File: src/rtl/uart_pkg.sv
// Shared UART definitions: serialiser and arbiter state encodings, frame
// format constants and a helper to derive the bit period from clock/baud.
package uart_pkg;

   localparam int UART_DATA_BITS = 8;
   localparam int UART_STOP_BITS = 1;

   typedef enum logic [1:0] {
      IDLE  = 2'd0,
      START = 2'd1,
      DATA  = 2'd2,
      STOP  = 2'd3
   } ser_state_t;

   typedef enum logic {
      ARB  = 1'b0,
      SEND = 1'b1
   } arb_state_t;

   // Rounded to the nearest integer so the bit-rate error stays minimal.
   function automatic int calc_clks_per_bit(input int clk_hz, input int baud);
      return (clk_hz + (baud / 2)) / baud;
   endfunction

endpackage

File: src/rtl/uart_tx_serial.sv
// 8N1 UART transmit serialiser.
//   i_Clk    : clock
//   i_Rst_L  : asynchronous active-low reset, returns to IDLE with line high
//   i_Start  : accepted in IDLE only; i_Byte is captured on the same edge
//   i_Byte   : byte to send, LSB first
//   o_TX     : serial line, driven directly from a flop, idles high
//   o_Busy   : high whenever a frame is in progress
//   o_Done   : one-cycle pulse during the last cycle of the stop bit
//
// state | meaning
// IDLE  | line high, waiting for i_Start
// START | start bit (line low) for CLKS_PER_BIT cycles
// DATA  | 8 data bits, LSB first, CLKS_PER_BIT cycles each
// STOP  | stop bit (line high) for CLKS_PER_BIT cycles
module uart_tx_serial
   import uart_pkg::*;
#(
   parameter int CLKS_PER_BIT = 217
) (
   input  logic       i_Clk,
   input  logic       i_Rst_L,
   input  logic       i_Start,
   input  logic [7:0] i_Byte,
   output logic       o_TX,
   output logic       o_Busy,
   output logic       o_Done
);

   localparam int CNT_W = (CLKS_PER_BIT > 1) ? $clog2(CLKS_PER_BIT) : 1;
   localparam logic [CNT_W-1:0] CNT_RELOAD = CNT_W'(CLKS_PER_BIT - 1);
   localparam logic [2:0] LAST_BIT = 3'(UART_DATA_BITS - 1);

   ser_state_t       state;
   logic [CNT_W-1:0] baud_cnt;
   logic [2:0]       bit_idx;
   logic [7:0]       shift_byte;
   logic             bit_end;

   assign bit_end = (baud_cnt == '0);
   assign o_Busy  = (state != IDLE);
   // Decoded from flops: tells the arbiter to release on the next edge, so
   // the cycle after the stop bit is the arbitration cycle.
   assign o_Done  = (state == STOP) && bit_end;

   always_ff @(posedge i_Clk or negedge i_Rst_L) begin
      if (!i_Rst_L) begin
         state      <= IDLE;
         o_TX       <= 1'b1;
         baud_cnt   <= '0;
         bit_idx    <= '0;
         shift_byte <= '0;
      end else begin
         case (state)
            IDLE: begin
               o_TX <= 1'b1;
               if (i_Start) begin
                  shift_byte <= i_Byte;
                  o_TX       <= 1'b0;
                  baud_cnt   <= CNT_RELOAD;
                  state      <= START;
               end
            end
            START: begin
               if (bit_end) begin
                  o_TX       <= shift_byte[0];
                  shift_byte <= shift_byte >> 1;
                  bit_idx    <= '0;
                  baud_cnt   <= CNT_RELOAD;
                  state      <= DATA;
               end else begin
                  baud_cnt <= baud_cnt - 1'b1;
               end
            end
            DATA: begin
               if (bit_end) begin
                  baud_cnt <= CNT_RELOAD;
                  if (bit_idx == LAST_BIT) begin
                     o_TX  <= 1'b1;
                     state <= STOP;
                  end else begin
                     o_TX       <= shift_byte[0];
                     shift_byte <= shift_byte >> 1;
                     bit_idx    <= bit_idx + 1'b1;
                  end
               end else begin
                  baud_cnt <= baud_cnt - 1'b1;
               end
            end
            STOP: begin
               if (bit_end) begin
                  state <= IDLE;
               end else begin
                  baud_cnt <= baud_cnt - 1'b1;
               end
            end
            default: begin
               state <= IDLE;
               o_TX  <= 1'b1;
            end
         endcase
      end
   end

endmodule

File: src/rtl/uart_tx_arbiter.sv
// Round-robin arbiter sharing one UART transmit line among NUM_REQ requesters.
//   i_Clk        : clock
//   i_Rst_L      : asynchronous active-low reset; aborts any frame in flight
//   i_Req        : per-requester request, held with data stable until acked
//   i_Data       : requester k's byte in bits [8k+7:8k]
//   o_Ack        : one-hot single-cycle pulse when a requester's byte is taken
//   o_Busy       : high while a frame is in flight
//   o_Active_Idx : index of the current/last granted requester
//   o_UART_TX    : serial line (idles high)
//
// state | meaning
// ARB   | line idle; grant on any edge with a pending request
// SEND  | frame in flight; requests ignored until the serialiser is done
module uart_tx_arbiter
   import uart_pkg::*;
#(
   parameter int NUM_REQ      = 4,
   parameter int CLKS_PER_BIT = 217
) (
   input  logic                       i_Clk,
   input  logic                       i_Rst_L,
   input  logic [NUM_REQ-1:0]         i_Req,
   input  logic [8*NUM_REQ-1:0]       i_Data,
   output logic [NUM_REQ-1:0]         o_Ack,
   output logic                       o_Busy,
   output logic [$clog2(NUM_REQ)-1:0] o_Active_Idx,
   output logic                       o_UART_TX
);

   localparam int IDX_W = $clog2(NUM_REQ);
   localparam logic [IDX_W-1:0] LAST_IDX = IDX_W'(NUM_REQ - 1);

   arb_state_t       state;
   logic [IDX_W-1:0] ptr;
   logic [IDX_W-1:0] cand;
   logic [IDX_W-1:0] sel_idx;
   logic             sel_valid;
   logic [7:0]       sel_byte;
   logic             grant;
   logic             ser_busy;
   logic             ser_done;
   logic [7:0]       req_byte [NUM_REQ];

   for (genvar g = 0; g < NUM_REQ; g++) begin : g_bytes
      assign req_byte[g] = i_Data[8*g +: 8];
   end

   function automatic logic [IDX_W-1:0] rr_index(input logic [IDX_W-1:0] base,
                                                 input int off);
      int k;
      k = int'(base) + off;
      if (k >= NUM_REQ) k = k - NUM_REQ;
      return IDX_W'(k);
   endfunction

   // First pending request at or after ptr, wrapping modulo NUM_REQ.
   always_comb begin
      sel_valid = 1'b0;
      sel_idx   = '0;
      cand      = '0;
      for (int i = 0; i < NUM_REQ; i++) begin
         cand = rr_index(ptr, i);
         if (!sel_valid && i_Req[cand]) begin
            sel_valid = 1'b1;
            sel_idx   = cand;
         end
      end
      sel_byte = req_byte[sel_idx];
   end

   // The serialiser starts on the grant edge itself so the start bit
   // coincides with the ack cycle.
   assign grant = (state == ARB) && sel_valid && !ser_busy;

   always_ff @(posedge i_Clk or negedge i_Rst_L) begin
      if (!i_Rst_L) begin
         state        <= ARB;
         ptr          <= '0;
         o_Ack        <= '0;
         o_Busy       <= 1'b0;
         o_Active_Idx <= '0;
      end else begin
         o_Ack <= '0;
         case (state)
            ARB: begin
               if (grant) begin
                  o_Ack        <= {{(NUM_REQ-1){1'b0}}, 1'b1} << sel_idx;
                  o_Active_Idx <= sel_idx;
                  ptr          <= (sel_idx == LAST_IDX) ? '0 : sel_idx + 1'b1;
                  o_Busy       <= 1'b1;
                  state        <= SEND;
               end
            end
            SEND: begin
               if (ser_done) begin
                  o_Busy <= 1'b0;
                  state  <= ARB;
               end
            end
            default: begin
               o_Busy <= 1'b0;
               state  <= ARB;
            end
         endcase
      end
   end

   uart_tx_serial #(
      .CLKS_PER_BIT (CLKS_PER_BIT)
   ) u_serial (
      .i_Clk   (i_Clk),
      .i_Rst_L (i_Rst_L),
      .i_Start (grant),
      .i_Byte  (sel_byte),
      .o_TX    (o_UART_TX),
      .o_Busy  (ser_busy),
      .o_Done  (ser_done)
   );

endmodule

File: config.mk
export PLATFORM = sky130hd
export DESIGN_NAME = uart_tx_arbiter
export DESIGN_NICKNAME = d
export VERILOG_FILES = /design/src/rtl/uart_pkg.sv /design/src/rtl/uart_tx_serial.sv /design/src/rtl/uart_tx_arbiter.sv
export SDC_FILE = /design/constraint.sdc
export NUM_CORES = 1
export LEC_CHECK = 0
export BUFFER_PORTS_ARGS = -buffer_cell sky130_fd_sc_hd__buf_4
export CORE_MARGIN = 3
export CORE_UTILIZATION = 49
export CTS_CLUSTER_DIAMETER = 80
export DETAILED_ROUTE_END_ITERATION = 8
export HOLD_SLACK_MARGIN = 0.05
export PLACE_DENSITY_LB_ADDON = 0.15
export SYNTH_ARGS = -nofsm -noshare
export SYNTH_HDL_FRONTEND = slang
export SYNTH_SLANG_ARGS = --single-unit
File: constraint.sdc
create_clock -name i_Clk -period 1.8 [get_ports i_Clk]
set_input_delay 0.09 -clock i_Clk [delete_from_list [all_inputs] [get_ports i_Clk]]
set_output_delay 0.09 -clock i_Clk [all_outputs]
set_load 0.1 [all_outputs]
Yosys cells after proc, flatten, opt, wreduce, memory -nomap -nowiden

Index checks and enable logic that the tools add are counted.

Add/sub/neg operators: 10
Order comparisons: 9
Equal/unequal tests: 14
Shifts and indexed selects: 1
Multiplexer cells: 56
Bitwise logic cells: 2
Reduce and logical (&&, ||, !) cells: 23

Operators by type and width:

| operator                                                                     | number |
|---|---|
| 8-bit 2-to-1 mux                                                             | 9 |
| 8-bit one-hot mux with 3 select lines                                        | 2 |
| 2-bit 2-to-1 mux                                                             | 14 |
| 8-bit binary-select mux with 2-bit select                                    | 1 |
| 1-bit 2-to-1 mux                                                             | 16 |
| 3-bit >= comparator, second input constant                                   | 4 |
| 2-bit by 3-bit less-than comparator with 1-bit output, second input constant | 4 |
| 2-bit by 1-bit != test with 1-bit output, second input constant              | 5 |
| 5-bit AND reduction                                                          | 2 |
| 3-bit 2-to-1 mux                                                             | 3 |
| 1-bit binary-select mux with 2-bit select                                    | 4 |
| 8-bit logical NOT                                                            | 1 |
| 4-bit 2-to-1 mux                                                             | 2 |
| 2-bit != test, second input constant                                         | 4 |
| 2-bit one-hot mux with 4 select lines                                        | 1 |
| 2-bit by 1-bit subtractor with 2-bit output, second input constant           | 4 |
| 8-bit by 1-bit subtractor with 8-bit output, second input constant           | 1 |
| 2-bit by 2-bit adder with 3-bit output, second input constant                | 2 |
| 2-bit == test, second input constant                                         | 3 |
| 1-bit logical AND                                                            | 6 |
| 3-bit one-hot mux with 2 select lines                                        | 1 |
| 2-bit AND reduction                                                          | 3 |
| 1-bit logical NOT                                                            | 4 |
| 1-bit one-hot mux with 2 select lines                                        | 2 |
| 16 further kinds                                                             | 17 |

Register bits: 32
Output and inout bits: 8
Logic and storage cells: 125

Longest topological paths before layout

Word-level depth: 20
Depth in mapped cells: 8

Hierarchy

Synthesis repeated with hierarchy kept, for this count alone.

Cells, all modules: 251
Area total of the unflattened synthesis: 2361.0 µm²

By module, submodules not included:

| module          | times used | cells each | area each (µm²) |
|---|---|---|---|
| uart_tx_serial  | 1          | 131        | 1397.6 |
| uart_tx_arbiter | 1          | 120        | 963.4 |

Worst setup path after synthesis

Ideal clock, no wire load.

Kind: register -> register
Start point: reg ptr[1]
End point: reg u_serial.shift_byte[0]
Setup time: 126 ps
Data arrival time: 1842 ps
Setup slack: -168 ps
Stages on the path, launching flop included: 8
Buffers on the path: 2
Period minus slack after synthesis: 1968 ps
Cell sequence: dfrtp_1 -> buf_6 -> a21oi_1 -> o21ai_0 -> o2bb2a_1 -> clkbuf_1 -> mux4_2 -> a221o_1

Word-level cells in the longest chain between the ends: 20
Elaborated cells between the ends (all ways): 47
Those cells by class: add/sub: 7; order compare: 4; eq/ne: 1; mux: 25; bitwise: 1; reduce/logical: 9

RTL lines:

| element                                                                         | line                  | RTL |
|---|---|---|
| start, declared                                                                 | uart_tx_arbiter.sv:34 | `logic [IDX_W-1:0] ptr;` |
| start signal, assigned                                                          | uart_tx_arbiter.sv:89 | `ptr <= (sel_idx == LAST_IDX) ? '0 : sel_idx + 1'b1;` |
| branches (longest 13 deep; another with 2-bit by 1-bit adder with 3-bit output) | -                     |  |
| 2-bit 2-to-1 mux (*)                                                            | uart_tx_arbiter.sv:63 | `if (!sel_valid && i_Req[cand]) begin` |
| net sel_idx[1]                                                                  | uart_tx_arbiter.sv:36 | `logic [IDX_W-1:0] sel_idx;` |
| 2-bit inverter with 3-bit output (implied by the code) (*)                      | uart_tx_arbiter.sv:68 | `sel_byte = req_byte[sel_idx];` |
| 8-bit binary-select mux with 2-bit select (*)                                   | uart_tx_arbiter.sv:68 |  |
| 8-bit 2-to-1 mux (implied by the code) (*) (2 in a row)                         | uart_tx_arbiter.sv:68 |  |
| 8-bit 2-to-1 mux (*)                                                            | uart_tx_serial.sv:56  | `if (i_Start) begin` |
| 8-bit one-hot mux with 3 select lines (*)                                       | uart_tx_serial.sv:53  | `case (state)` |
| end signal, assigned                                                            | uart_tx_serial.sv:57  | `shift_byte <= i_Byte;` |
| end signal, assigned                                                            | uart_tx_serial.sv:66  | `shift_byte <= shift_byte >> 1;` |
| end signal, assigned                                                            | uart_tx_serial.sv:82  | `shift_byte <= shift_byte >> 1;` |
| end, declared                                                                   | uart_tx_serial.sv:36  | `logic [7:0] shift_byte;` |

Mark *: on every way through the listed nets, which the timed path passes. The select of a mux whose other input is x is not followed.
A chain may end at the register's enable or synchronous reset.

Final worst setup path

Start point: reg ptr[1]
End point: reg u_serial.shift_byte[6]

Word-level cells in the longest chain between the ends: 20
Elaborated cells between the ends (all ways): 47
Those cells by class: add/sub: 7; order compare: 4; eq/ne: 1; mux: 25; bitwise: 1; reduce/logical: 9

RTL lines:

| element |
|---|
| branches (longest 20 deep; another with 2-bit by 1-bit adder with 3-bit output) |

Parallel ways; which one is timed is not known. The select of a mux whose other input is x is not followed.

==> flow_summary.json <==
{
  "outcome": "finished with violations",
  "yosys.area.top_type": "dfrtp_1",
  "synth_common_cells": "31 x dfrtp_1, 24 x nand2_1, 19 x nor2_1",
  "cts_tree": "yes",
  "drtIter0Drc": 84,
  "worst_path_largest_cell_delay_ns": 0.55,
  "p_leak_nw": 1.35,
  "peakVddDrop_mv": 0.460,
  "ioPinCount": 46,
  "max_slew.worst_pin.slew_ns": 0.419,
  "fin_ws_ns": -0.105,
  "power_density_nw_per_um2": 505,
  "slew_headroom": 0.719,
  "avgViaCountPerCell": 5.60,
  "cts_buffer_depth": 2,
  "avgSynthCellArea_um2": 10.1,
  "end_kind": "register",
  "async_flop_share": 1.00,
  "grt_max_degree": 33,
  "routabilityCongestion": 0.830,
  "grt_first_pass_wirelength_mm": 8.22,
  "min_path_type": "input pin to register",
  "synth_edf_count": 0,
  "cts_buffers": 5,
  "slowest_stage": "mux4_2",
  "drc": 0,
  "clock.fmax_ghz": 0.525,
  "swShare": 0.221,
  "num-nets-final": 340,
  "crit-reg2reg-launch": "ptr[1]",
  "crit_family": "multiplexers",
  "crit_chain": "mux2i_1 > a21oi_2 > o21ai_4 > mux4_2 > a221o_1",
  "synth_seq_cells": 32,
  "hpwl_mm": 3.65,
  "hp-start": "i_Req[3]",
  "die_y_um": 70.5,
  "num_vias": 1893,
  "p_comb_frac": 0.117,
  "synth-warning-count": 0,
  "cts-root-buf": "clkbuf_8",
  "crit_start": "ptr[1]",
  "n_antenna_cell": 0,
  "hold_viol_final": 0,
  "crit_type": "register to register",
  "postRouteAntennaNets": 0,
  "cap_viol_max_count": 0,
  "synth_cells": 202,
  "drive_gt1_frac": 0.410,
  "fin_skew_ns": 0.00457,
  "netlist_top_cells_area": "dfrtp_1 38%, ha_1 8.0%, mux4_2 7.7%, nand2_1 4.4%, o21ai_0 4.2%",
  "core_um2": 3830,
  "fin_crit_sh": 1.06,
  "grt_pass1_vias": 1932,
  "clockPowerShare": 0.389,
  "cts_sinks": 32,
  "violations": "negative setup slack",
  "io_buffers": 45,
  "wl_mm": 4.91,
  "syn_to_final_growth_pct": 41.7,
  "fin_crit_ns": 1.90,
  "fp-row-count": 22,
  "crit_path_start_kind": "register",
  "synth_ff_type": "dfrtp_1",
  "start_util": 0.532,
  "final_util": 0.754,
  "clk_pin_slew_ns": 0.06,
  "die_area_um2": 4960,
  "synth_top_area_frac": 0.381,
  "htreeDepth": 2,
  "yosysSeqAreaShare": 0.394,
  "dr.pass1.iters": 4,
  "antenna_found_initial": 0,
  "ys_types": 46,
  "overflow": 0,
  "fillers": 267,
  "crit_buf_inv": 0,
  "rsz0062_at_grt": "true",
  "syn-cell-area_um2": 2040,
  "grtUsageTotal": 0.203,
  "sequentialPowerShare": 0.494,
  "insertion_delay_ns": 0.28,
  "crit_required_ns": 1.96,
  "hold_slack_ns": 0.104,
  "final_max_slew_viol_count": 0,
  "intPower_mw": 1.13,
  "die_w_um": 70.5,
  "yosysMostFrequentCell": "dfrtp_1",
  "finalSetupViolCount": 8,
  "critical_path_peak_fanout": 7,
  "p_switching_mw": 0.321,
  "syn-num-nets": 253,
  "cp_data_arrival_time_ns": 2.07,
  "wire_per_inst_um": 14.5
}
-- metal layers --
layer,share of wire,track usage,up-vias
met5,0,0,-
met4,0.0061,0.0383,0
met3,0.046,0.0460,5
met2,0.53,0.369,54
met1,0.41,0.243,905
li1,-,-,929
-- cells in the final DEF, fill, tap and decap left out, types with 3 or more instances in the layout --
master and count:
ha_1 13, inv_1 12, nand2_1 24, and2_1 4, nor2_2 3, dfrtp_1 30
o21ai_0 15, a22o_1 6, clkbuf_8 6, a221o_1 8, nor2_1 17, a21oi_1 5
buf_4 83, a31oi_1 6, mux4_2 7
-- state kept, by name, indices dropped and copies added, names as in the netlist --
signal and count:
o_Busy 1, u_serial.o_TX 1, o_Ack 4, u_serial.bit_idx 3, state 1, u_serial.shift_byte 8
u_serial.baud_cnt 8, o_Active_Idx 2, ptr 2, u_serial.state 2
-- worst paths after layout --
path,endpoint,slack (ns),cells past startpoint
min in group asynchronous,u_serial.baud_cnt[5],0.28,2
min,ptr[0],0.10,2
max in group asynchronous,u_serial.o_TX,1.20,2
max reg2reg,u_serial.shift_byte[6],-0.10,5
min reg2reg,o_Active_Idx[1],0.50,2
max,u_serial.shift_byte[6],-0.10,5
-- final cells by class --
class / count / area [um^2] / area share
clock buffer: 8 / 90.1 / 0.0312
inverter: 12 / 45.0 / 0.0156
tap: 48 / 60.1 / 0.0208
sequential: 32 / 803 / 0.279
timing repair buffer: 85 / 644 / 0.223
multi-input combinational: 153 / 1240 / 0.430
-- through the flow --
stage | std cells | TNS, ns | setup WS, ns | cell area [um^2] | total power [mW]
final | 338 | -0.638 | -0.105 | 2880 | 1.46
after floorplan | 202 | -0.436 | -0.0605 | 2050 | 0.802
after CTS | 334 | -0.664 | -0.106 | 2800 | 1.47
after detailed placement | 324 | -1.99 | -0.210 | 2670 | 0.899
after global routing | 338 | -1.51 | -0.180 | 2880 | 1.51
after global placement | 324 | -1.42 | -0.148 | 2670 | 0.893
-- repair_timing --
action                                  CTS  global route
hold buffers                              1             0
buffers inserted                          0             4
pin swaps                                 1             4
endpoints found under the hold margin    31             0
gates cloned                              1             0
gates resized for setup                   7            12
endpoints found under the setup margin   19            22
-- power groups by stage --
stage	Clock (mW)	Sequential (mW)	Combinational, mW
6_report	0.567	0.719	0.170
5_1_grt	0.606	0.719	0.188
4_1_cts	0.578	0.719	0.172
3_5_place_dp	0	0.733	0.167
3_3_place_gp	0	0.733	0.160
2_1_floorplan	0	0.733	0.0692
-- kinds of logic after synthesis --
family,after synthesis,synth area share
flops,32,0.394
mux,12,0.111
fa+ha+maj,13,0.0799
buf+inv,18,0.0381
simple gates,66,0.151
compound gates,61,0.226
Note: power is estimated with default switching activity, not from simulation.
